**config.mk**
```make
export PLATFORM = sky130hd
export DESIGN_NAME = fft4_frame_loader_flat
export DESIGN_NICKNAME = d
export VERILOG_FILES = /design/src/rtl/fft_pkg.sv /design/src/rtl/fft4_frame_loader_if.sv /design/src/rtl/fft4_frame_bank.sv /design/src/rtl/fft4_frame_loader.sv /design/src/flat_wrapper.sv
export SDC_FILE = /design/constraint.sdc
export NUM_CORES = 1
export LEC_CHECK = 0
export BUFFER_PORTS_ARGS = -buffer_cell sky130_fd_sc_hd__buf_2
export CORE_MARGIN = 1.5
export CORE_UTILIZATION = 57
export CTS_CLUSTER_SIZE = 25
export DETAILED_ROUTE_END_ITERATION = 8
export MAX_ROUTING_LAYER = met4
export PLACE_DENSITY_LB_ADDON = 0.3
export SLEW_MARGIN = 15
export SYNTH_ARGS = -nofsm -noshare
export SYNTH_HDL_FRONTEND = slang
export SYNTH_SLANG_ARGS = --single-unit
export TNS_END_PERCENT = 5
```
**constraint.sdc**
```tcl
create_clock -name clk -period 2.08 [get_ports clk]
set_input_delay 0.416 -clock clk [delete_from_list [all_inputs] [get_ports clk]]
set_output_delay 0.416 -clock clk [all_outputs]
set_load 0.01 [all_outputs]
```
**src/rtl/fft_pkg.sv**
```systemverilog
// ---------------------------------------------------------------------------
// fft_pkg
// Shared definitions for the 4-point FFT datapath: the frame loader, the FFT
// stage and the output serializer all import this package.
//   N_PTS / LOG2_N : points per frame and the matching index width
//   cplx_t         : one signed complex sample
//   frame_t        : one frame of N_PTS complex samples
//   bitrev2        : 2-bit bit reversal, maps natural index to butterfly slot
// ---------------------------------------------------------------------------
package fft_pkg;

    localparam int N_PTS  = 4;
    localparam int LOG2_N = 2;
    localparam int CPLX_W = 8;

    typedef struct packed {
        logic signed [CPLX_W-1:0] re;
        logic signed [CPLX_W-1:0] im;
    } cplx_t;

    typedef cplx_t frame_t [N_PTS];

    function automatic logic [LOG2_N-1:0] bitrev2(input logic [LOG2_N-1:0] k);
        return {k[0], k[1]};
    endfunction

endpackage

```
**src/rtl/fft4_frame_loader_if.sv**
```systemverilog
// ---------------------------------------------------------------------------
// fft4_frame_loader_if
// Bundles the serial sample input, the parallel frame output and the error
// pulses of the frame loader.
//   master : the environment side (drives samples, consumes frames)
//   slave  : the loader side
// ---------------------------------------------------------------------------
interface fft4_frame_loader_if #(
    parameter int DATA_W = 8
);
    import fft_pkg::*;

    logic                     in_valid;
    logic                     in_ready;
    logic signed [DATA_W-1:0] in_r;
    logic signed [DATA_W-1:0] in_i;
    logic                     in_last;
    logic                     out_valid;
    logic                     out_ready;
    logic signed [DATA_W-1:0] out_r [N_PTS];
    logic signed [DATA_W-1:0] out_i [N_PTS];
    logic                     err_short;
    logic                     err_long;

    modport master (
        output in_valid, in_r, in_i, in_last, out_ready,
        input  in_ready, out_valid, out_r, out_i, err_short, err_long
    );

    modport slave (
        input  in_valid, in_r, in_i, in_last, out_ready,
        output in_ready, out_valid, out_r, out_i, err_short, err_long
    );

endinterface

```
**src/rtl/fft4_frame_bank.sv**
```systemverilog
// ---------------------------------------------------------------------------
// fft4_frame_bank
// One 4-slot complex sample store. A single slot is written per cycle when
// we is high; all slots are read in parallel. Contents clear on reset.
//   clk, rst_n   : clock, asynchronous active-low reset
//   we, slot     : write enable and target slot
//   wr_r, wr_i   : sample to write
//   rd_r, rd_i   : all stored slots, slot 0..3
// ---------------------------------------------------------------------------
module fft4_frame_bank
    import fft_pkg::*;
#(
    parameter int DATA_W = 8
) (
    input  logic                     clk,
    input  logic                     rst_n,
    input  logic                     we,
    input  logic [LOG2_N-1:0]        slot,
    input  logic signed [DATA_W-1:0] wr_r,
    input  logic signed [DATA_W-1:0] wr_i,
    output logic signed [DATA_W-1:0] rd_r [N_PTS],
    output logic signed [DATA_W-1:0] rd_i [N_PTS]
);

    logic signed [DATA_W-1:0] re_q [N_PTS];
    logic signed [DATA_W-1:0] re_d [N_PTS];
    logic signed [DATA_W-1:0] im_q [N_PTS];
    logic signed [DATA_W-1:0] im_d [N_PTS];

    always_comb begin
        re_d = re_q;
        im_d = im_q;
        if (we) begin
            re_d[slot] = wr_r;
            im_d[slot] = wr_i;
        end
    end

    always_ff @(posedge clk or negedge rst_n) begin
        if (!rst_n) begin
            for (int k = 0; k < N_PTS; k++) begin
                re_q[k] <= '0;
                im_q[k] <= '0;
            end
        end else begin
            re_q <= re_d;
            im_q <= im_d;
        end
    end

    assign rd_r = re_q;
    assign rd_i = im_q;

endmodule

```
**src/rtl/fft4_frame_loader.sv**
```systemverilog
// ---------------------------------------------------------------------------
// fft4_frame_loader
// Assembles a serial stream of complex samples into 4-sample frames held in
// a ping-pong pair of banks, presenting each completed frame in parallel
// (bit-reversed slot order when BIT_REVERSE = 1) to the FFT stage.
//   clk, rst_n : clock, asynchronous active-low reset
//   bus        : slave side of fft4_frame_loader_if
//                in_valid/in_ready/in_r/in_i/in_last : sample stream
//                out_valid/out_ready/out_r/out_i     : frame handshake
//                err_short / err_long                : framing error pulses
// ---------------------------------------------------------------------------
module fft4_frame_loader
    import fft_pkg::*;
#(
    parameter int DATA_W      = 8,
    parameter bit BIT_REVERSE = 1'b1
) (
    input  logic                 clk,
    input  logic                 rst_n,
    fft4_frame_loader_if.slave   bus
);

    localparam logic [LOG2_N-1:0] LAST_IDX = LOG2_N'(N_PTS - 1);

    logic              wr_bank_q, wr_bank_d;
    logic              rd_bank_q, rd_bank_d;
    logic [LOG2_N-1:0] wr_idx_q,  wr_idx_d;
    logic [1:0]        full_q,    full_d;
    logic              err_short_q, err_short_d;
    logic              err_long_q,  err_long_d;

    logic              accept;
    logic              consume;
    logic [LOG2_N-1:0] wr_slot;

    logic signed [DATA_W-1:0] bank_r [2][N_PTS];
    logic signed [DATA_W-1:0] bank_i [2][N_PTS];

    assign bus.in_ready  = !full_q[wr_bank_q];
    assign bus.out_valid = full_q[rd_bank_q];
    assign accept        = bus.in_valid && bus.in_ready;
    assign consume       = bus.out_valid && bus.out_ready;
    assign wr_slot       = BIT_REVERSE ? bitrev2(wr_idx_q) : wr_idx_q;

    // Completion and consumption always target different banks: a bank being
    // written is never full, while the bank being consumed always is. Both
    // updates can therefore be applied to full_d in the same cycle.
    always_comb begin
        wr_bank_d   = wr_bank_q;
        rd_bank_d   = rd_bank_q;
        wr_idx_d    = wr_idx_q;
        full_d      = full_q;
        err_short_d = 1'b0;
        err_long_d  = 1'b0;

        if (consume) begin
            full_d[rd_bank_q] = 1'b0;
            rd_bank_d         = !rd_bank_q;
        end

        if (accept) begin
            if (wr_idx_q == LAST_IDX) begin
                full_d[wr_bank_q] = 1'b1;
                wr_bank_d         = !wr_bank_q;
                wr_idx_d          = '0;
                err_long_d        = !bus.in_last;
            end else if (bus.in_last) begin
                // Early in_last: drop the partial frame; stale slots are
                // overwritten by the next frame before the bank is marked full.
                wr_idx_d    = '0;
                err_short_d = 1'b1;
            end else begin
                wr_idx_d = wr_idx_q + 1'b1;
            end
        end
    end

    always_ff @(posedge clk or negedge rst_n) begin
        if (!rst_n) begin
            wr_bank_q   <= 1'b0;
            rd_bank_q   <= 1'b0;
            wr_idx_q    <= '0;
            full_q      <= '0;
            err_short_q <= 1'b0;
            err_long_q  <= 1'b0;
        end else begin
            wr_bank_q   <= wr_bank_d;
            rd_bank_q   <= rd_bank_d;
            wr_idx_q    <= wr_idx_d;
            full_q      <= full_d;
            err_short_q <= err_short_d;
            err_long_q  <= err_long_d;
        end
    end

    assign bus.err_short = err_short_q;
    assign bus.err_long  = err_long_q;

    for (genvar b = 0; b < 2; b++) begin : g_bank
        fft4_frame_bank #(
            .DATA_W (DATA_W)
        ) u_bank (
            .clk   (clk),
            .rst_n (rst_n),
            .we    (accept && (wr_bank_q == 1'(b))),
            .slot  (wr_slot),
            .wr_r  (bus.in_r),
            .wr_i  (bus.in_i),
            .rd_r  (bank_r[b]),
            .rd_i  (bank_i[b])
        );
    end

    assign bus.out_r = bank_r[rd_bank_q];
    assign bus.out_i = bank_i[rd_bank_q];

endmodule

```
**src/flat_wrapper.sv**
```systemverilog
// flat-port wrapper written by rule: the top's interface ports become plain ports
module fft4_frame_loader_flat import fft_pkg::*;
#(
    parameter int DATA_W      = 8,
    parameter bit BIT_REVERSE = 1'b1
)
  (clk, rst_n, bus_in_valid, bus_in_r, bus_in_i, bus_in_last, bus_out_ready, bus_in_ready, bus_out_valid, bus_out_r, bus_out_i, bus_err_short, bus_err_long);
  fft4_frame_loader_if #(.DATA_W(DATA_W)) bus_i ();
  input  logic clk;
  input  logic rst_n;
  input wire logic [$bits(bus_i.in_valid)-1:0] bus_in_valid;
  input wire logic [$bits(bus_i.in_r)-1:0] bus_in_r;
  input wire logic [$bits(bus_i.in_i)-1:0] bus_in_i;
  input wire logic [$bits(bus_i.in_last)-1:0] bus_in_last;
  input wire logic [$bits(bus_i.out_ready)-1:0] bus_out_ready;
  output wire logic [$bits(bus_i.in_ready)-1:0] bus_in_ready;
  output wire logic [$bits(bus_i.out_valid)-1:0] bus_out_valid;
  output wire logic [$bits(bus_i.out_r)-1:0] bus_out_r;
  output wire logic [$bits(bus_i.out_i)-1:0] bus_out_i;
  output wire logic [$bits(bus_i.err_short)-1:0] bus_err_short;
  output wire logic [$bits(bus_i.err_long)-1:0] bus_err_long;
  assign bus_i.in_valid = bus_in_valid;
  assign bus_i.in_r = bus_in_r;
  assign bus_i.in_i = bus_in_i;
  assign bus_i.in_last = bus_in_last;
  assign bus_i.out_ready = bus_out_ready;
  assign bus_in_ready = bus_i.in_ready;
  assign bus_out_valid = bus_i.out_valid;
  assign bus_out_r = {>>{bus_i.out_r}};
  assign bus_out_i = {>>{bus_i.out_i}};
  assign bus_err_short = bus_i.err_short;
  assign bus_err_long = bus_i.err_long;
  fft4_frame_loader #(.DATA_W(DATA_W), .BIT_REVERSE(BIT_REVERSE)) u_core (.clk(clk), .rst_n(rst_n), .bus(bus_i));
endmodule
```
==> results_dict.tcl, run 1 <==
set metrics [dict create \
    dp_hpwl_um 7530 \
    core.rowCount 37 \
    synth-seq-area-share_pct 56.5 \
    cts_tree "yes" \
    post-route-period-util_pct 103 \
    finalWorstSetupSlack_ns -0.0637 \
    cts.clk_slew.worst_paths_ns 0.06 \
    post-route-util_pct 72.9 \
    die_h_um 106 \
    fmax_mhz 466 \
    vias 3548 \
    grt_overflow 0 \
    finalSetupViolCount 65 \
    grt_pass1_vias 3690 \
    cp-end-kind "output port" \
    grt_max_degree 64 \
    cp-start-kind "flip-flop" \
    design.die.area_um2 11200 \
    drc 0 \
    h-tree-depth 4 \
    grt_antenna_before_repair 0 \
    crit_path_max_incr_delay_ns 0.37 \
    yosysWarnings 0 \
    fin_tns_setup_ns -2.61 \
    cts_sinks 136 \
    portBuffers 88 \
    crit_chain "buf_12 -> buf_6 -> mux2_2 -> buf_2" \
    syn_area_um2 6030 \
    ant_nets 0 \
    dp.cells 598 \
    finalClockSkew_ns 0.00744 \
    hold_depth 2 \
    violations "negative setup slack" \
    core_area_um2 10300 \
    cap_violations 0 \
    post-route-min-period_ns 2.14 \
    synthCells 383 \
    drt-pass1-iter-count 4 \
    numCtsBuffers 17 \
    vdd_drop_max_mv 0.914 \
    area.growth.synth_to_final_pct 24.3 \
    clockRootBuffer "clkbuf_8" \
    synth_nets 408 \
    post_drt_wl_per_cell_um 20.2 \
    worstSetupPathType "flip-flop to output port" \
    instances_no_fill 637 \
    clockBufferDepth 2 \
    power.total_mw 13.6 \
    rr_worst_depth 4 \
    wl_um 12900 \
    cpMaxStageDelayCell "dfrtp_2" \
    final_max_slew_viol_count 0 \
    pre_cts_ws_ns 0.308 \
    hold_path.class "input pin to flip-flop" \
    gp_congestion 0.761 \
    worstSkewPairLatency_ns 0.53 \
    synth.distinct_cells 25 \
    grt_pass1_wl_um 19700 \
    worst_ep_required_time_ns 1.66 \
    outcome "finished with violations" \
    insertedDiodeCount 0 \
    p_leak_nw 3.54 \
    slew_headroom_pct 59.4 \
    initial_utilization_pct 58.6 \
    nets 513 \
    yosys_register_bits 136 \
    worstPathMaxFanout 9 \
    pin_count 89 \
    rsz0062_at_grt "yes" \
    die_width_um 106 \
    drive_above_1_share_pct 67.3 \
    worst_pin_slew_ns 0.610 \
    synth_area_per_cell_um2 15.7 \
    cp.arrival_ns 1.73 \
    hold_viol 0 \
    fillers 642 \
    drtIter0Drc 153 \
    grtUsageTotal_pct 24.3 \
    via_per_inst 5.57 \
    powerDensity_nw_per_um2 1810 \
]
flip-flops by register name, summed over array words and instances, names as in the netlist:
register,flops
u_core.g_bank.u_bank.rd_r,64
u_core.bus.err_short,1
u_core.bus.err_long,1
u_core.full_q,2
u_core.rd_bank_q,1
u_core.wr_idx_q,2
u_core.g_bank.u_bank.rd_i,64
u_core.wr_bank_q,1
per-layer routing:
metal	GRT usage, %	wire length (um)
met1	31.6	5800
met5	-	0
met3	7.11	465
met2	37.5	6460
met4	7.05	166
worst paths after layout:
check / to / slack, ns / from
max in group asynchronous: u_core.g_bank[0].u_bank.rd_i[12] / 1.00 / rst_n
setup reg to reg: u_core.g_bank[0].u_bank.rd_r[4] / 0.32 / u_core.wr_idx_q[0]
hold reg to reg: u_core.g_bank[0].u_bank.rd_i[12] / 0.50 / u_core.g_bank[0].u_bank.rd_i[12]
hold / removal: u_core.bus.err_long / 0.09 / bus_in_last
setup / recovery: bus_out_i[12] / -0.06 / u_core.rd_bank_q
min in group asynchronous: u_core.g_bank[0].u_bank.rd_i[3] / 0.44 / rst_n
cells by family after synthesis:
family / count (synthesis) / synth area share, %
multiplexers: 196 / 37.0
flip-flops: 136 / 56.5
buffers and inverters: 23 / 2.82
AND/OR/NAND/NOR: 20 / 2.47
AO/OA/AOI/OAI: 4 / 0.457
adder cells (fa/ha/maj): 4 / 0.830
repair_timing:
item | 4_1_cts | 5_1_grt
hold endpoints to repair | 60 | 0
setup endpoints to repair | 59 | 65
gates resized for setup | 3 | 18
buffers inserted | 0 | 2
cloned | 0 | 4
hold buffers | 1 | 0
cell usage after synthesis (all sizes together):
cell type / count / area [um2]
nand2b: 1 / 6.26
dfrtp: 136 / 3400
nand2: 9 / 72.6
buf: 20 / 159
a31oi: 1 / 6.26
a21oi: 1 / 5.00
and3b: 1 / 8.76
mux2i: 2 / 20.0
clkbuf: 1 / 3.75
mux2: 194 / 2210
nor3b: 3 / 27.5
and2: 4 / 25.0
ha: 4 / 50.1
inv: 2 / 7.51
nor2: 1 / 3.75
nor3: 1 / 5.00
a21o: 2 / 16.3
worst max-delay path: cells and delay by family (launching register included):
kind,cells,cell delay (ns)
multiplexers,1,0.35
flip-flops,1,0.37
buffers and inverters,3,0.47
placed cells by master (no fill, tap or decap), types with 2 or more instances in the layout:
master        n
nand2_4       3
mux2_4        8
dfrtp_1     135
mux2_2      186
buf_12        4
inv_1         2
buf_6        20
nor3b_1       2
and2_1        4
buf_4         9
nand2_1       5
mux2i_1       2
buf_2        69
clkinv_2      2
ha_1          4
clkbuf_1      2
clkinvlp_4    3
clkbuf_16    19
bufinv_16     4
clkbuf_8      3
cell type report:
class | instances | area [um2] | area share [%]
multi-input combinational | 224 | 2460 | 32.8
tap | 136 | 170 | 2.27
clock inverter | 11 | 170 | 2.27
timing repair buffer | 107 | 831 | 11.1
clock buffer | 21 | 449 | 5.99
sequential | 136 | 3400 | 45.4
inverter | 2 | 7.51 | 0.100
through the flow:
stage / hold slack (ns) / area, um2
after floorplan: 0.120 / 6030
after global placement: 0.443 / 6620
after detailed placement: 0.450 / 6620
after CTS: 0.0797 / 7270
after global routing: 0.0706 / 7490
final: 0.0938 / 7490
where the power goes:
group          internal (mW)  total [mW]  switching (mW)
combinational           3.39        5.76            2.37
clock                   2.01        3.14            1.12
sequential              3.97        4.69           0.713
No activity file was read; power rests on OpenSTA's default activity.
==> run 2: changes to the inputs <==
--- a/config.mk
+++ b/config.mk
@@ -6,12 +6,13 @@
 export NUM_CORES = 1
 export LEC_CHECK = 0
 export BUFFER_PORTS_ARGS = -buffer_cell sky130_fd_sc_hd__buf_2
+export CAP_MARGIN = 20
 export CORE_MARGIN = 1.5
 export CORE_UTILIZATION = 57
 export CTS_CLUSTER_SIZE = 25
 export DETAILED_ROUTE_END_ITERATION = 8
 export MAX_ROUTING_LAYER = met4
-export PLACE_DENSITY_LB_ADDON = 0.3
+export PLACE_DENSITY = 0.78
 export SLEW_MARGIN = 15
 export SYNTH_ARGS = -nofsm -noshare
 export SYNTH_HDL_FRONTEND = slang
==> run 2 against run 1 <==
Maximum frequency about the same; sequential power about the same; first-iteration DRC count decreased by 33%; wire length increased by 5.8%; cell count unchanged; critical path type unchanged; hold slack improved by 0.022 ns; critical path depth unchanged; the run still ends with negative setup slack left; clock power decreased by 4%; cell area increased by 3.1%; global-route usage decreased by 0.26 points; register-to-register slack about the same; non-clock buffer count increased by 1; critical endpoint is now bus_out_r[8].
==> results_dict.tcl, run 2 (synthesis gave the netlist of run 1 again) <==
set metrics [dict create \
    outcome "finished with violations" \
    violations "negative setup slack" \
    vias 3587 \
    pre_cts_ws_ns 0.334 \
    h-tree-depth 4 \
    cp-startpoint "u_core.rd_bank_q" \
    numCtsBuffers 17 \
    nets 514 \
    portBuffers 88 \
    cts_sinks 136 \
    crit_chain "buf_8 -> clkbuf_16 -> mux2_2 -> buf_6" \
    hold_viol 0 \
    final_cell_mix "mux2_2 (174), dfrtp_1 (135), buf_2 (52)" \
    grt_pass1_vias 3669 \
    gp_congestion 0.753 \
    initial_utilization_pct 58.6 \
    post-route-period-util_pct 103 \
    vdd_drop_max_mv 1.05 \
    design.die.area_um2 11200 \
    power.total_mw 14.2 \
    dp_hpwl_um 7350 \
    hold_path.class "input pin to flip-flop" \
    finalClockSkew_ns 0.00600 \
    worst_pin_slew_ns 0.534 \
    drtIter0Drc 102 \
    clockBufferDepth 2 \
    core.rowCount 37 \
    cp-start-kind "flip-flop" \
    hp-start "bus_in_last" \
    post-route-min-period_ns 2.14 \
    rsz0062_at_grt "yes" \
    post_drt_wl_per_cell_um 21.4 \
    p_leak_nw 3.65 \
    worst_ep_required_time_ns 1.66 \
    drt-pass1-iter-count 4 \
    final_common_cell "mux2_2" \
    cts.clk_slew.worst_paths_ns 0.06 \
    worstSkewPairLatency_ns 0.52 \
    die_h_um 106 \
    cp.arrival_ns 1.73 \
    crit_path_max_incr_delay_ns 0.40 \
    insertedDiodeCount 0 \
    instances_no_fill 637 \
    cts_tree "yes" \
    core_area_um2 10300 \
    wl_um 13600 \
    drive_above_1_share_pct 66.9 \
    dp.cells 594 \
    clockRootBuffer "clkbuf_8" \
    worstSetupPathType "flip-flop to output port" \
    final_max_slew_viol_count 0 \
    cpMaxStageDelayCell "dfrtp_2" \
    die_width_um 106 \
    via_per_inst 5.63 \
    grt_antenna_before_repair 0 \
    cap_violations 0 \
    fmax_mhz 467 \
    slew_headroom_pct 64.4 \
    worstPathMaxFanout 8 \
    cp-end-kind "output port" \
    finalSetupViolCount 65 \
    ant_nets 0 \
    grt_pass1_wl_um 19700 \
    pin_count 89 \
    area.growth.synth_to_final_pct 28.2 \
    reg2reg_from "u_core.wr_idx_q[0]" \
    powerDensity_nw_per_um2 1840 \
    finalWorstSetupSlack_ns -0.0621 \
    grt_max_degree 56 \
    grt_overflow 0 \
    grtUsageTotal_pct 24.1 \
    drc 0 \
]
-- run 2: what timing repair did --
action                     4_1_cts  5_1_grt
hold endpoints to repair        53        0
gates resized for setup          2       58
gates cloned                     0        9
setup endpoints to repair       59       65
hold buffers                     1        0
setup buffers                    0        2
-- run 2: power by group --
| group | switching [mW] | leakage (nW) | internal [mW] | total, mW |
|---|---|---|---|---|
| clock network | 1.06 | 0.293 | 1.97 | 3.03 |
| registers | 0.735 | 1.67 | 3.98 | 4.71 |
| logic | 2.55 | 1.69 | 3.93 | 6.48 |
-- run 2: path summary, 6_finish.rpt --
path                       cells after the start                                to  slack (ns)
min in group asynchronous                      2   u_core.g_bank[1].u_bank.rd_i[3]        0.42
setup reg to reg                               5  u_core.g_bank[0].u_bank.rd_r[16]        0.31
setup / recovery                               4                      bus_out_r[8]       -0.06
max in group asynchronous                      3  u_core.g_bank[1].u_bank.rd_r[14]        1.02
hold reg to reg                                1   u_core.g_bank[1].u_bank.rd_i[8]        0.50
hold / removal                                 2               u_core.bus.err_long        0.12
-- run 2: metrics by stage --
stage / TNS [ns] / hold slack (ns) / area, um2 / util, %
final: -2.35 / 0.116 / 7720 / 75.2
after global routing: -5.36 / 0.108 / 7720 / 75.2
after CTS: -2.57 / 0.0971 / 7240 / 70.4
after detailed placement: 0 / 0.410 / 6630 / 64.5
after global placement: 0 / 0.409 / 6630 / 64.5
after floorplan: 0 / 0.120 / 6030 / -
-- run 2: worst max-delay path, delay by kind of cell (launching register included) --
| kind | cells | cell delay (ns) |
|---|---|---|
| buffers and inverters | 3 | 0.46 |
| flip-flops | 1 | 0.40 |
| multiplexers | 1 | 0.35 |
-- run 2: final cells by class --
type,instances,area (um2)
clock buffer,22,443
clock inverter,9,149
fill,648,2550
inverter,2,7.51
multi-input combinational,224,2510
sequential,136,3400
tap,136,170
timing repair buffer,108,1040
-- run 2: per-layer routing --
layer,GRT usage [%],part of all wire [%],up-vias
li1,-,-,1580
met1,29.9,42,1887
met2,38.2,51,93
met3,6.37,4.4,27
met4,9.07,1.7,0
met5,-,0,-
